`src/rtl/nfu_pkg.sv`:
```
// Shared defaults and types for the NFU zero-skipping select generator.
// Latency: none (declarations only).
// Backpressure: n/a.
package nfu_pkg;

    // Default block parameters.
    localparam int NFU_BIT_WIDTH = 16;
    localparam int NFU_TN        = 16;
    localparam int NFU_D         = 2;
    localparam int NFU_SEL_WIDTH = 4;
    localparam int NFU_SKIP_W    = 16;

    // Window-entry field widths at the default parameters:
    // raw brick data, per-lane live mask, valid flag.
    localparam int NFU_ENT_DAT_W  = NFU_BIT_WIDTH * NFU_TN;
    localparam int NFU_ENT_LIVE_W = NFU_TN;
    localparam int NFU_ENT_VLD_W  = 1;

    // FILL: collecting a full lookahead window. DRAIN: last brick seen,
    // emit whatever remains without waiting for a full window.
    typedef enum logic {
        ST_FILL  = 1'b0,
        ST_DRAIN = 1'b1
    } nfu_state_e;

endpackage

```
`src/rtl/nfu_zero_sel_gen_if.sv`:
```
// Brick stream interface: input brick handshake plus emitted head/candidates/select.
// Latency: none (wires only).
// Backpressure: i_valid/o_ready on the input side, o_valid/i_ready on the output side.
// Ports: master drives the input brick stream and i_ready; slave (the generator)
// drives o_ready, o_valid, o_brick, o_cands, o_sel, o_skip_cnt.
interface nfu_zero_sel_gen_if
    import nfu_pkg::*;
#(
    parameter int BIT_WIDTH = NFU_BIT_WIDTH,
    parameter int Tn        = NFU_TN,
    parameter int D         = NFU_D,
    parameter int SEL_WIDTH = NFU_SEL_WIDTH
);
    logic                          i_valid;
    logic                          o_ready;
    logic [BIT_WIDTH*Tn-1:0]       i_brick;
    logic                          i_last;
    logic                          o_valid;
    logic                          i_ready;
    logic [BIT_WIDTH*Tn-1:0]       o_brick;
    logic [BIT_WIDTH*Tn*D-1:0]     o_cands;
    logic [SEL_WIDTH*Tn-1:0]       o_sel;
    logic [NFU_SKIP_W-1:0]         o_skip_cnt;

    modport master (
        output i_valid, i_brick, i_last, i_ready,
        input  o_ready, o_valid, o_brick, o_cands, o_sel, o_skip_cnt
    );

    modport slave (
        input  i_valid, i_brick, i_last, i_ready,
        output o_ready, o_valid, o_brick, o_cands, o_sel, o_skip_cnt
    );
endinterface

```
`src/rtl/nfu_lane_sel_pick.sv`:
```
// Per-lane priority pick: head lane if live, else nearest live candidate lane.
// Latency: combinational.
// Backpressure: none.
// Ports: headLive (head lane live), candLive[d-1] (candidate d valid and lane live),
// sel (0 = head, d = candidate d; 0 when nothing is live).
module nfu_lane_sel_pick
    import nfu_pkg::*;
#(
    parameter int D         = NFU_D,
    parameter int SEL_WIDTH = NFU_SEL_WIDTH
) (
    input  logic                 headLive,
    input  logic [D-1:0]         candLive,
    output logic [SEL_WIDTH-1:0] sel
);

    always_comb begin
        sel = '0;
        if (!headLive) begin
            // Walk from the farthest candidate down so the nearest live one wins.
            for (int d = D; d >= 1; d--) begin
                if (candLive[d-1]) begin
                    sel = SEL_WIDTH'(d);
                end
            end
        end
    end

endmodule

```
`src/rtl/nfu_zero_sel_gen.sv`:
```
// Zero-skipping select generator: head brick plus D lookahead bricks, per-lane selects.
// Latency: head emitted once D later bricks are held (or next cycle in drain).
// Backpressure: o_ready drops when window is full and not firing, and during drain.
// Ports: clk, rst_n (async active-low), io (slave side of nfu_zero_sel_gen_if).
module nfu_zero_sel_gen
    import nfu_pkg::*;
#(
    parameter int BIT_WIDTH = NFU_BIT_WIDTH,
    parameter int Tn        = NFU_TN,
    parameter int D         = NFU_D,
    parameter int SEL_WIDTH = NFU_SEL_WIDTH
) (
    input  logic                 clk,
    input  logic                 rst_n,
    nfu_zero_sel_gen_if.slave    io
);

    localparam int DATW = BIT_WIDTH * Tn;

    // Window entry 0 is the head, entries 1..D the candidates, nearest first.
    logic [D:0]                  winVld,  vldN;
    logic [D:0][Tn-1:0]          winLive, liveN;
    logic [D:0][DATW-1:0]        winDat,  datN;
    nfu_state_e                  state,   stateN;
    logic [NFU_SKIP_W-1:0]       skipCnt;

    logic                        drainMode;
    logic                        full;
    logic                        fire;
    logic                        accept;
    logic                        dropHead;
    logic                        placed;
    logic [Tn-1:0]               inLive;
    logic [SEL_WIDTH-1:0]        laneSel [Tn];

    assign drainMode = (state == ST_DRAIN);
    assign full      = &winVld;

    assign io.o_valid = winVld[0] && (full || drainMode);
    assign fire       = io.o_valid && io.i_ready;
    // Gated by rst_n so the input side reads not-ready for the whole reset.
    assign io.o_ready = rst_n && !drainMode && (!full || fire);
    assign accept     = io.i_valid && io.o_ready;

    assign io.o_brick    = winDat[0];
    assign io.o_skip_cnt = skipCnt;

    always_comb begin
        io.o_cands = '0;
        for (int d = 1; d <= D; d++) begin
            io.o_cands[(d-1)*DATW +: DATW] = winVld[d] ? winDat[d] : '0;
        end
    end

    always_comb begin
        inLive = '0;
        for (int k = 0; k < Tn; k++) begin
            inLive[k] = |io.i_brick[k*BIT_WIDTH +: BIT_WIDTH];
        end
    end

    for (genvar k = 0; k < Tn; k++) begin : g_lane
        logic [D-1:0] candLive;

        always_comb begin
            candLive = '0;
            for (int d = 1; d <= D; d++) begin
                candLive[d-1] = winVld[d] & winLive[d][k];
            end
        end

        nfu_lane_sel_pick #(
            .D         (D),
            .SEL_WIDTH (SEL_WIDTH)
        ) u_pick (
            .headLive (winVld[0] & winLive[0][k]),
            .candLive (candLive),
            .sel      (laneSel[k])
        );
    end

    always_comb begin
        io.o_sel = '0;
        for (int k = 0; k < Tn; k++) begin
            io.o_sel[k*SEL_WIDTH +: SEL_WIDTH] = laneSel[k];
        end
    end

    // Next window: consume selected candidate lanes, shift out the head, drop a
    // now-dead head (at most one), then append the accepted brick.
    always_comb begin
        vldN     = winVld;
        liveN    = winLive;
        datN     = winDat;
        stateN   = state;
        dropHead = 1'b0;
        placed   = 1'b0;

        if (fire) begin
            for (int d = 1; d <= D; d++) begin
                for (int k = 0; k < Tn; k++) begin
                    if (laneSel[k] == SEL_WIDTH'(d)) begin
                        liveN[d][k] = 1'b0;
                    end
                end
            end
            // Pass 0 always retires the head; pass 1 only drops a dead new head.
            for (int pass = 0; pass < 2; pass++) begin
                if (pass == 0 || (vldN[0] && liveN[0] == '0)) begin
                    if (pass == 1) begin
                        dropHead = 1'b1;
                    end
                    for (int j = 0; j < D; j++) begin
                        vldN[j]  = vldN[j+1];
                        liveN[j] = liveN[j+1];
                        datN[j]  = datN[j+1];
                    end
                    vldN[D]  = 1'b0;
                    liveN[D] = '0;
                    datN[D]  = '0;
                end
            end
        end

        if (accept) begin
            // Valid entries are always contiguous from the head.
            for (int j = 0; j <= D; j++) begin
                if (!vldN[j] && !placed) begin
                    placed   = 1'b1;
                    vldN[j]  = 1'b1;
                    liveN[j] = inLive;
                    datN[j]  = io.i_brick;
                end
            end
        end

        case (state)
            ST_FILL:  if (accept && io.i_last) stateN = ST_DRAIN;
            ST_DRAIN: if (vldN == '0)          stateN = ST_FILL;
            default:                           stateN = ST_FILL;
        endcase
    end

    always_ff @(posedge clk or negedge rst_n) begin
        if (!rst_n) begin
            winVld  <= '0;
            winLive <= '0;
            winDat  <= '0;
            state   <= ST_FILL;
            skipCnt <= '0;
        end else begin
            winVld  <= vldN;
            winLive <= liveN;
            winDat  <= datN;
            state   <= stateN;
            if (dropHead) begin
                skipCnt <= skipCnt + 16'd1;
            end
        end
    end

endmodule

```
`src/flat_wrapper.sv`:
```
// flat-port wrapper written by rule: the top's interface ports become plain ports
module nfu_zero_sel_gen_flat import nfu_pkg::*;
#(
    parameter int BIT_WIDTH = NFU_BIT_WIDTH,
    parameter int Tn        = NFU_TN,
    parameter int D         = NFU_D,
    parameter int SEL_WIDTH = NFU_SEL_WIDTH
)
  (clk, rst_n, io_i_valid, io_i_brick, io_i_last, io_i_ready, io_o_ready, io_o_valid, io_o_brick, io_o_cands, io_o_sel, io_o_skip_cnt);
  nfu_zero_sel_gen_if #(.BIT_WIDTH(BIT_WIDTH), .Tn(Tn), .D(D), .SEL_WIDTH(SEL_WIDTH)) io_i ();
  input  logic clk;
  input  logic rst_n;
  input wire logic [$bits(io_i.i_valid)-1:0] io_i_valid;
  input wire logic [$bits(io_i.i_brick)-1:0] io_i_brick;
  input wire logic [$bits(io_i.i_last)-1:0] io_i_last;
  input wire logic [$bits(io_i.i_ready)-1:0] io_i_ready;
  output wire logic [$bits(io_i.o_ready)-1:0] io_o_ready;
  output wire logic [$bits(io_i.o_valid)-1:0] io_o_valid;
  output wire logic [$bits(io_i.o_brick)-1:0] io_o_brick;
  output wire logic [$bits(io_i.o_cands)-1:0] io_o_cands;
  output wire logic [$bits(io_i.o_sel)-1:0] io_o_sel;
  output wire logic [$bits(io_i.o_skip_cnt)-1:0] io_o_skip_cnt;
  assign io_i.i_valid = io_i_valid;
  assign io_i.i_brick = io_i_brick;
  assign io_i.i_last = io_i_last;
  assign io_i.i_ready = io_i_ready;
  assign io_o_ready = io_i.o_ready;
  assign io_o_valid = io_i.o_valid;
  assign io_o_brick = io_i.o_brick;
  assign io_o_cands = io_i.o_cands;
  assign io_o_sel = io_i.o_sel;
  assign io_o_skip_cnt = io_i.o_skip_cnt;
  nfu_zero_sel_gen #(.BIT_WIDTH(BIT_WIDTH), .Tn(Tn), .D(D), .SEL_WIDTH(SEL_WIDTH)) u_core (.clk(clk), .rst_n(rst_n), .io(io_i));
endmodule
```
`config.mk`:
```
export PLATFORM = sky130hd
export DESIGN_NAME = nfu_zero_sel_gen_flat
export DESIGN_NICKNAME = d
export VERILOG_FILES = /design/src/rtl/nfu_pkg.sv /design/src/rtl/nfu_zero_sel_gen_if.sv /design/src/rtl/nfu_lane_sel_pick.sv /design/src/rtl/nfu_zero_sel_gen.sv /design/src/flat_wrapper.sv
export SDC_FILE = /design/constraint.sdc
export NUM_CORES = 2
export LEC_CHECK = 0
export ABC_AREA = 1
export BUFFER_PORTS_ARGS = -buffer_cell sky130_fd_sc_hd__buf_2
export CAP_MARGIN = 40
export CORE_AREA = 4 4 435 437
export CTS_CLUSTER_DIAMETER = 50
export CTS_CLUSTER_SIZE = 24
export DETAILED_ROUTE_END_ITERATION = 10
export DIE_AREA = 0 0 439 441
export GPL_TIMING_DRIVEN = 0
export SYNTH_ARGS = -nofsm -noshare
export SYNTH_HDL_FRONTEND = slang
export SYNTH_SLANG_ARGS = --single-unit
```
`constraint.sdc`:
```
create_clock -name clk -period 2.7 [get_ports clk]
set_input_delay 0.54 -clock clk [delete_from_list [all_inputs] [get_ports clk]]
set_output_delay 0.54 -clock clk [all_outputs]
set_load 0.02 [all_outputs]
```
# == After elaboration in Yosys (flattened, before gate mapping) ==
# Cells that the tools add are included.
# totals
ff_bits,836
latch_bits,0
mem_bits_rw,0
rom_bits,0
inputBits,261
memories,0
# classes
addsub,1
multipliers,0
n_div,0
magnitude_cmp,0
n_eq_ne,32
shifts,0
n_mux,110
n_bitwise,49
n_reduce_logical,36
# op_table
cell,count
$mux W768,2
$mux W256,5
$mux W512,1
$reduce_or A16 Y1,16
$mux W48,4
$mux W4,32
$eq A4 B1 Y1 const B,16
$eq A4 B2 Y1 const B,16
$and A1 B1 Y1,48
$mux W16,3
$mux W1,42
$mux W2,16
$add A16 B1 Y16 const B,1
$logic_not A16 Y1,1
$mux W3,4
$logic_and A1 B1 Y1,9
$logic_not A1 Y1,6
$logic_not A3 Y1,1
$reduce_and A3 Y1,1
$logic_or A1 B1 Y1,2
$pmux W1 S2,1
$not A1 Y1,1

# == Depth between registers and ports, before layout ==
# logic_depth
ltp_word,24
ltp_mapped,16

# == Hierarchy ==
# Synthesis repeated with hierarchy kept, for this count alone.
# unflattened
cells_unflattened,7900
hier_area_um2,51240.4
# by_module_without_submodules
module,instances,cells_each,area_each_um2
nfu_zero_sel_gen,1,7788,50619.8
nfu_lane_sel_pick,16,7,38.8

# == Worst setup path before layout ==
# Ideal clock, no wire load.
# synth_timing
path_kind,reg2reg
startpoint,reg u_core.winVld[0]
endpoint,reg u_core.winDat[587] in the netlist's numbering
setup_time_ns,0.130
t_arrival_ns,2.131
required_time_ns,2.570
path_slack_ns,0.439
stages_incl_launch_ff,13
period_less_slack_ns,2.261
cell_sequence,dfrtp_1 > buf_6 > buf_6 > nand3_2 > o21ai_1 > nor2_1 > nand2_1 > inv_2 > nand3_2 > nor2_2 > buf_2 > buf_1 > o21ai_1
# synth_lines
item,line,source
"start, declared",nfu_zero_sel_gen.sv:21,"logic [D:0] winVld, vldN;"
"start signal, assigned",nfu_zero_sel_gen.sv:152,winVld <= vldN;
"end signal, assigned",nfu_zero_sel_gen.sv:154,winDat <= datN;
"end, declared",nfu_zero_sel_gen.sv:23,"logic [D:0][DATW-1:0] winDat, datN;"

# == Worst setup path in the final report ==
# layout_timing
startpoint,reg u_core.winVld[1]
endpoint,out io_o_sel[29]
# layout_via
elab_chain_cells,3
# layout_lines
item,line,source
$and A1 B1 Y1,nfu_zero_sel_gen.sv:68,candLive[d-1] = winVld[d] & winLive[d][k];
$mux W4,nfu_lane_sel_pick.sv:22,if (candLive[d-1]) begin
$mux W4,nfu_lane_sel_pick.sv:19,if (!headLive) begin
"end, declared",flat_wrapper.sv:21,output wire logic [$bits(io_i.o_sel)-1:0] io_o_sel;
# No other way between the ends.

==> impl_metrics.csv <==
group,metric,value,unit
synthesis,ys_async_sr_fraction,1.00,
synthesis,synth-edff-count,0,
clocking,cts_tree,"yes",
route,vias,57700,
final_layout,drive_above_1_share,0.247,
route,drcViolationCount,0,
final_layout,seq_area,0.0209,mm^2
route,wl_per_cell,23.8,um
final_layout,syn_to_final_growth,39.5,%
clocking,clkLatencyLatePin,0.78,ns
place,place_area,0.0590,mm^2
final_layout,fillers,19700,
route,vias_per_cell,4.91,
synthesis,synthCells,7583,
final_layout,fin_cells,11700,
synthesis,ys.warnings.count,0,
worst_setup_path,crit_required,2.16,ns
power,powerDensity,1140,mW/mm^2
route,top_layer,"met5",
clocking,hold_buffers,241,
sta,worst_pin_slew,0.995,ns
outcome,status,"finished with violations",
grt,antenna_found_initial,34,
sta,layout_min_cycle_time,2.96,ns
place,dp_cells,11200,
synthesis,syn_area_per_cell,6.59,um^2
place,pre_cts_ws,-1.98,ns
place,port-buffer-count,1078,
clocking,clock_sinks,836,
synthesis,ys_seq_area_frac,0.419,
run,maxCapViolCount,0,
final_layout,final_core_util,0.377,
sta,min_period_over_period,1.10,
place,routabilityCongestion,1.00,
route,drt_iter0_markers,5979,
worst_setup_path,crit_fanout,10,
grt,grt_pass1_vias,55600,
final_layout,fin_nets,9408,
sta,rsz0062_at_grt,"true",
floorplanning,rows,158,
synthesis,yosys_most_used_dff,"dfrtp_1",
worst_setup_path,worstSetupPathType,"flop to primary output",
clocking,clock_path_buffers,3,
synthesis,synth_area_leader_cell,"dfrtp_1",
sta,whs,-0.137,ns
power,peakVddDrop,0.000628,V
outcome,violations,"hold timing, setup timing",
synthesis,synthesis.area,0.0500,mm^2
hold_path,hold_path.class,"input pin to asynchronous set/reset pin",
sta,max_freq,0.338,GHz
synthesis,synth.area.top_cells,"dfrtp_1 42%, nand2_1 17%, nor2_1 8.7%",
synthesis,ys_ff_latch,836,
route,first_pass_iters,8,
sta,report.final.slew_viol_count,0,
sta,relSlewSlack,0.337,
synthesis,synth_commonest_cells,"2,247 x nand2_1, 1,157 x nor2_1, 1,039 x inv_1, 836 x dfrtp_1, 633 x o21ai_0",
clocking,cts-root-buf,"clkbuf_16",
sta,finalClockSkew,0.0320,ns
final_layout,multiInputGateArea,0.0216,mm^2
sta,final-setup-viol-count,1242,
worst_setup_path,cp-end-kind,"primary output",
place,dp_hpwl,211,mm
clocking,cts_made_buffers,120,
clocking,h-tree-depth,3,
worst_setup_path,rrSetupSlack,-0.22,ns
route,route.final.wire_length,280,mm
floorplanning,die_w,439,um
worst_setup_path,cp.arrival,2.42,ns
floorplanning,core_area,0.185,mm^2
power,p_leak,40.0,nW
clocking,clk_pin_slew,0.06,ns
floorplanning,io_pins,1111,
grt,grt_overflow,0,
worst_setup_path,startpoint_type,"flop",
synthesis,post-synth-top-count-cell,"nand2_1",
grt,grt_usage,0.273,
synthesis,synth_cell_type_count,38,
final_layout,finalInstanceArea,0.0697,mm^2
route,wl_met2,128,mm
synthesis,synth_top_cell_area_share,0.419,
floorplanning,dieArea,0.194,mm^2
floorplanning,die_y,441,um
sta,finalHoldViolations,107,
route,wl_met1,107,mm
route,route.met3.wl,22.8,mm
floorplanning,start_util,0.270,
route,antenna_left,0,
sta,fin_ws,-0.257,ns
grt,grt_pass1_wl,390,mm
grt,grt_max_degree,109,
## logic make-up after synthesis
family          synth area share
compound gates             0.110
xor+xnor                 0.00263
fa+ha+maj               0.000250
buf+inv                    0.167
flops                      0.419
mux                     0.000200
other cells            0.0000751
simple gates               0.301
## path summary, 6_finish.rpt
path,start,end,cells past startpoint
max in group asynchronous,rst_n,u_core.winDat[704]$_DFF_PN0_,5
setup / recovery,u_core.winVld[1]$_DFF_PN0_,io_o_sel[29],6
setup reg to reg,u_core.winVld[1]$_DFF_PN0_,u_core.winDat[314]$_DFF_PN0_,14
hold / removal,rst_n,u_core.winDat[566]$_DFF_PN0_,2
hold reg to reg,u_core.io.o_skip_cnt[15]$_DFFE_PN0P_,u_core.io.o_skip_cnt[15]$_DFFE_PN0P_,1
min in group clk,io_i_brick[157],u_core.winDat[669]$_DFF_PN0_,3
## repair_timing
item	in CTS	in global routing
buffers inserted	11	27
cloned	14	18
pin swaps	3	10
endpoints found under the setup margin	1372	1442
hold endpoints to repair	519	107
gates resized for setup	672	521
## cells in the final DEF (no fill, tap or decap), drive strengths merged, types with 2 or more instances in the layout
cell and instances:
dfrtp 836, a21boi 8, bufbuf 2, nor4 51, nand3 302, conb 32
nor3 15, nand4 32, a21oi 14, and3 3, nor2 1161, bufinv 7
o211ai 3, xor2 11, buf 1650, inv 1061, xnor2 4, clkinvlp 14
nand2 2251, dlygate4sd3 234, clkinv 39, clkbuf 442, diode 19, o21ai 1071
## worst max-delay path: stages (launching register included)
cell and delay, ns:
dfrtp_2 0.45, buf_8 0.16, clkbuf_4 0.22, nand2_1 0.11, nand3_1 0.08, nor2_1 0.38, buf_2 0.25
## flip-flops by register name, summed over array words and instances (netlist names)
signal,count
u_core.io.o_brick,256
u_core.drainMode,1
u_core.winLive,48
u_core.winDat,512
u_core.io.o_skip_cnt,16
u_core.winVld,3
## power breakdown
| part | internal [mW] | total, mW | switching (mW) |
|---|---|---|---|
| Sequential | 17.4 | 21.7 | 4.38 |
| Combinational | 15.0 | 41.6 | 26.6 |
| Clock | 9.36 | 16.2 | 6.82 |
| Total | 41.7 | 79.5 | 37.8 |
## through the flow
stage                     total power [mW]  hold WS [ns]  setup TNS, ns
after detailed placement              57.8         0.479       -1595.57
final                                 79.5        -0.137        -118.62
after floorplan                       42.7         0.244              0
after global routing                  83.9        -0.112        -247.50
after CTS                             77.7      0.000354        -291.16
after global placement                57.3         0.459              -
## metal layers
layer,global-route usage,vias to the layer above
met5,0,-
met4,0.180,4
met3,0.0480,679
met2,0.439,3069
met1,0.337,27900
li1,-,26000
## layout make-up
class | count | area share
clock buffer | 147 | 0.0468
clock inverter | 77 | 0.0110
inverter | 1044 | 0.0575
timing repair buffer | 1409 | 0.147
antenna | 19 | 0.000682
tap | 2480 | 0.0445
sequential | 836 | 0.300
buffer | 773 | 0.0830
multi-input combinational | 4962 | 0.309
Note: power is estimated with default switching activity, not from simulation.
